<file path="src/rtl/pc_pkg.sv">
// pc_pkg: shared counter type, constants and saturating helpers for the fetch PC predictor
package pc_pkg;
  typedef enum logic [1:0] {SNT = 2'b00, WNT = 2'b01, WT = 2'b10, ST = 2'b11} ctr_t;
  localparam int PC_STEP = 4;
  localparam ctr_t CTR_RESET = WNT;
  localparam ctr_t CTR_ALLOC = WT;
  function automatic ctr_t ctr_inc(input ctr_t c);
    return (c == ST) ? ST : ctr_t'(c + 2'd1);
  endfunction
  function automatic ctr_t ctr_dec(input ctr_t c);
    return (c == SNT) ? SNT : ctr_t'(c - 2'd1);
  endfunction
endpackage

</file>
<file path="src/rtl/bp_btb.sv">
// bp_btb: direct-mapped branch target buffer with 2-bit direction counters, combinational lookup and synchronous training
module bp_btb import pc_pkg::*; #(
  parameter int WIDTH       = 32,
  parameter int BTB_ENTRIES = 16
) (
  input  logic             clk,
  input  logic             rst_n,
  input  logic [WIDTH-1:0] pc,
  output logic             hit,
  output logic             taken,
  output logic [WIDTH-1:0] target,
  input  logic             update_valid,
  input  logic [WIDTH-1:0] update_pc,
  input  logic             update_taken,
  input  logic [WIDTH-1:0] update_target
);
  localparam int IDX_W = $clog2(BTB_ENTRIES);
  localparam int TAG_W = WIDTH - IDX_W - 2;
  logic [BTB_ENTRIES-1:0] valid;
  logic [TAG_W-1:0]       tag_q    [BTB_ENTRIES];
  logic [WIDTH-1:0]       target_q [BTB_ENTRIES];
  ctr_t                   ctr_q    [BTB_ENTRIES];
  logic [IDX_W-1:0]       idx;
  logic [IDX_W-1:0]       uidx;
  logic                   uhit;
  logic                   unused_lsbs;
  assign idx         = pc[IDX_W+1:2];
  assign uidx        = update_pc[IDX_W+1:2];
  assign hit         = valid[idx] && (tag_q[idx] == pc[WIDTH-1:IDX_W+2]);
  assign taken       = hit && ctr_q[idx][1];
  assign target      = hit ? target_q[idx] : '0;
  assign uhit        = valid[uidx] && (tag_q[uidx] == update_pc[WIDTH-1:IDX_W+2]);
  assign unused_lsbs = ^{pc[1:0], update_pc[1:0]};
  // A not-taken miss never allocates, so cold entries only hold taken history
  always_ff @(posedge clk or negedge rst_n)
    if (!rst_n) begin
      valid <= '0;
      for (int i = 0; i < BTB_ENTRIES; i++) begin
        tag_q[i]    <= '0;
        target_q[i] <= '0;
        ctr_q[i]    <= CTR_RESET;
      end
    end else if (update_valid) begin
      if (uhit) begin
        ctr_q[uidx] <= update_taken ? ctr_inc(ctr_q[uidx]) : ctr_dec(ctr_q[uidx]);
        if (update_taken) target_q[uidx] <= update_target;
      end else if (update_taken) begin
        valid[uidx]    <= 1'b1;
        tag_q[uidx]    <= update_pc[WIDTH-1:IDX_W+2];
        target_q[uidx] <= update_target;
        ctr_q[uidx]    <= CTR_ALLOC;
      end
    end
endmodule

</file>
<file path="src/rtl/fetch_pc_predictor.sv">
// fetch_pc_predictor: fetch PC register steered by BTB predictions and execute-stage redirects
module fetch_pc_predictor import pc_pkg::*; #(
  parameter int               WIDTH        = 32,
  parameter logic [WIDTH-1:0] RESET_VECTOR = '0,
  parameter int               BTB_ENTRIES  = 16
) (
  input  logic             clk,
  input  logic             rst_n,
  input  logic             stall,
  input  logic             redirect_valid,
  input  logic [WIDTH-1:0] redirect_target,
  input  logic             update_valid,
  input  logic [WIDTH-1:0] update_pc,
  input  logic             update_taken,
  input  logic [WIDTH-1:0] update_target,
  output logic [WIDTH-1:0] PC,
  output logic             pred_taken,
  output logic [WIDTH-1:0] pred_target
);
  logic [WIDTH-1:0] next_pc;
  logic             hit_unused;
  bp_btb #(.WIDTH(WIDTH), .BTB_ENTRIES(BTB_ENTRIES)) u_btb (
    .clk(clk),
    .rst_n(rst_n),
    .pc(PC),
    .hit(hit_unused),
    .taken(pred_taken),
    .target(pred_target),
    .update_valid(update_valid),
    .update_pc(update_pc),
    .update_taken(update_taken),
    .update_target(update_target)
  );
  // Redirect outranks stall so a flush is never lost behind a hazard hold
  always_comb next_pc = redirect_valid ? redirect_target :
                        stall          ? PC :
                        pred_taken     ? pred_target : PC + WIDTH'(PC_STEP);
  always_ff @(posedge clk or negedge rst_n)
    if (!rst_n) PC <= RESET_VECTOR;
    else        PC <= next_pc;
endmodule

</file>
<file path="config.mk">
export PLATFORM = sky130hd
export DESIGN_NAME = fetch_pc_predictor
export DESIGN_NICKNAME = d
export VERILOG_FILES = /design/src/rtl/pc_pkg.sv /design/src/rtl/bp_btb.sv /design/src/rtl/fetch_pc_predictor.sv
export SDC_FILE = /design/constraint.sdc
export NUM_CORES = 2
export LEC_CHECK = 0
export ABC_AREA = 1
export BUFFER_PORTS_ARGS = -buffer_cell sky130_fd_sc_hd__buf_4
export CORE_MARGIN = 5
export CORE_UTILIZATION = 60
export CTS_BUF_LIST = sky130_fd_sc_hd__clkbuf_16
export CTS_CLUSTER_DIAMETER = 200
export CTS_CLUSTER_SIZE = 12
export DETAILED_ROUTE_END_ITERATION = 10
export HOLD_SLACK_MARGIN = 0.08
export PLACE_DENSITY_LB_ADDON = 0.3
export SYNTH_ARGS = -nofsm -noshare
export SYNTH_HDL_FRONTEND = slang
export SYNTH_SLANG_ARGS = --single-unit
</file>
<file path="constraint.sdc">
create_clock -name clk -period 3.3 [get_ports clk]
set_clock_uncertainty 0.1 [all_clocks]
set_input_delay 0.495 -clock clk [delete_from_list [all_inputs] [get_ports clk]]
set_output_delay 0.495 -clock clk [all_outputs]
set_load 0.05 [all_outputs]
</file>
==> impl_metrics.ini <==
[detailed_routing]
drt_first_pass_iters = 6
vias = 55100
avgViaCountPerCell = 6.05
drc = 0
wl_per_cell_um = 21.5
wl_mm = 196
drt_iter0_markers = 7988
ant_nets = 0

[clock_network]
clock_latency_ns = 0.70
htree_levels = 3
cts_buffers = 93
root_buffer = clkbuf_16
cts_sinks = 1008
cts.clk_slew.worst_paths_ns = 0.07
cts_tree = yes
clock_path_buffers = 3

[grt]
grt_usage_pct = 39.8
top_usage_layer = met2
overflow = 0
use_met1_pct = 50.4
use_met2_pct = 61.0
grt_pass1_vias = 51800
met3_usage_pct = 8.61
grt_pass1_wl_mm = 298
grt_max_degree = 110
grt_antenna_before_repair = 3

[pwr]
switching_share_pct = 36.0
p_clk_share_pct = 26.7
pwr-share-seq_pct = 43.3
power_switching_uw = 13300
power_per_cell_area_nw_per_um2 = 579
pwr-share-comb_pct = 30.0
ir_drop_mv = 0.476
p_leak_uw = 0.0318
p_int_uw = 23700

[worst_setup_path]
crit_type = flip-flop to output port
worstReg2RegEnd = PC[2]
arrival_ns = 3.96
cp-end-kind = output port
startpoint_type = flip-flop
reg2regPathDepth = 25
reg2reg_slack_ns = -0.17
cp_max_fo = 8
cp.required_ns = 2.70
r2r_start = PC[2]

[layout]
final_cell_mix = 3043 x nand2_1, 1049 x o21ai_0, 988 x dfrtp_1, 560 x inv_1, 493 x buf_4
nNetsFinal = 7992
drive_gt1_share_pct = 12.8
design_area_um2 = 64000
fillerInstances = 6987
area_delta_synth_final_pct = 18.9
final_cells = 9095
final_common_cell = nand2_1

[floorplanning]
die_h_um = 310
ios = 167
fp.coreArea_um2 = 89600
chipWidth_um = 310
initial_utilization_pct = 60.1
placementRows = 110
dieArea_um2 = 95900

[timing]
hold_violations = 0
setup_violations = 57
period_share_pct = 138
final_max_slew_viol_count = 0
fin_ws_ns = -1.25
slew_headroom_pct = 42.3
fmax_ghz = 0.220
worst_pin_slew_ns = 0.865
rsz0062_at_grt = true
layout_min_cycle_time_ns = 4.55

[flow_run]
max_cap_viol_count = 0

[status]
failed_checks = setup timing
status = finished with violations

[placement]
portBuffers = 164
place_area_um2 = 59600
gp_congestion = 1.09
numPlacedInstances = 8895
dp_hpwl_mm = 123

[min_path]
hold_path_class = input port to flip-flop
hp-start = redirect_target[8]
min_to = PC[8]
hold_depth = 5

[synth]
synth_area_um2 = 53900
yosys_register_bits = 1008
ys.warnings.count = 0
yosysUniqueCellTypes = 47
avgSynthCellArea_um2 = 7.07
syn_nets = 7719
syn_inst = 7616
yosysSeqAreaShare_pct = 46.9
-- cell families after synthesis --
logic type | Yosys count | share of synthesized area [%]
simple gates | 3851 | 28.2
compound gates | 1620 | 16.1
buf+inv | 1108 | 8.29
flops | 1008 | 46.9
xor+xnor | 27 | 0.439
fa+ha+maj | 2 | 0.0418
-- state kept, by name, summed over array words and instances, names as in the netlist --
register and flops:
u_btb.valid 16, u_btb.tag_q 416, u_btb.target_q 512, PC 32, u_btb.ctr_q 32
-- stage by stage --
step | util, % | hold slack [ns] | setup slack [ns] | setup TNS, ns | total power, µW
finish | 71.5 | 0.133 | -1.25 | -39.79 | 37100
detailed placement | 66.5 | 0.314 | -0.450 | -160.77 | 26400
CTS | 70.7 | 0.107 | -1.10 | -34.11 | 36600
global placement | 66.5 | 0.317 | -0.453 | -130.82 | 26100
floorplan | - | 0.0994 | -0.106 | -1.14 | 22200
global route | 71.5 | 0.147 | -1.38 | -47.91 | 38900
-- synthesized netlist by cell type, drive strengths merged --
library cell,instances,area share [%]
nand3b,1,0.014
clkbuf,322,2.3
dfstp,16,0.78
nor3b,1,0.014
o221ai,3,0.049
o22ai,3,0.035
inv,563,3.9
a22oi,70,0.98
o31ai,8,0.11
a32oi,8,0.13
o211ai,26,0.36
or2,2,0.023
a31oi,8,0.093
nor4,2,0.023
nor2,301,2.2
nor3,18,0.19
nand3,398,3.9
a32o,48,0.89
nand2,3111,22
a221o,3,0.056
o21ai,1207,11
and2,5,0.058
a21oi,233,2.2
o311ai,3,0.049
buf,220,2.1
dfrtp,992,46
xor2,27,0.44
clkinv,3,0.021
maj3,1,0.019
nand4,12,0.14
ha,1,0.023
-- worst max path at each step --
stage | from | end | slack (ns) | depth (start not counted)
floorplan | PC[2] | pred_target[30] | -0.11 | 20
global placement | PC[2] | pred_target[30] | -0.45 | 21
detailed placement | PC[2] | pred_target[30] | -0.45 | 21
CTS | PC[2] | pred_target[22] | -1.10 | 22
global route | PC[2] | pred_target[5] | -1.38 | 26
finish | PC[2] | pred_target[6] | -1.25 | 23
-- worst max-delay path, stage by stage (launching register included) --
cell and delay [ns]:
dfrtp_4 0.43, buf_12 0.17, buf_16 0.22, clkinv_16 0.11, buf_12 0.15, o211ai_1 0.19, nand3_1 0.11, nand3_2 0.13
nand2_2 0.08, nand2_2 0.07, nand2_2 0.08, nor2_2 0.08, nand2_1 0.06, nor2_1 0.09, buf_4 0.14, nand2_4 0.06
nor2_4 0.12, buf_6 0.14, clkinvlp_4 0.10, buf_12 0.15, buf_12 0.12, buf_12 0.14, nor2_4 0.13, buf_8 0.16
-- repair_timing --
item / 4_1_cts / 5_1_grt
setup endpoints to repair: 48 / 82
cloned: 11 / 9
pin swaps: 11 / 51
hold buffers: 30 / 0
gates resized for setup: 118 / 111
hold endpoints to repair: 227 / 0
setup buffers: 16 / 12
-- power groups by stage --
stage / clock, µW / sequential, µW / combinational, µW
finish: 9900 / 16100 / 11100
global route: 10400 / 16300 / 12200
CTS: 9950 / 16000 / 10600
detailed placement: 0 / 16200 / 10300
floorplan: 0 / 15900 / 6280
global placement: 0 / 16100 / 10000
-- layer usage --
metal  vias to the layer above  wire [µm]
met5                         -          0
met4                         0      16900
met3                       978      22200
met2                      3618      86000
met1                     25600      70800
li1                      24800          -
-- final cells by class --
class                   instances  area [µm²]  share of cell area [%]
multi-input cells            5500       24900                    38.8
inverters                     566        2170                    3.39
repair inverters                5        85.1                   0.133
flip-flops and latches       1008       25300                    39.4
diodes                          4        10.0                  0.0156
clock buffers                  93        2330                    3.63
well taps                    1176        1470                    2.30
clock inverters                28         248                   0.387
repair buffers                715        7600                    11.9
Note: power is estimated with default switching activity, not from simulation.
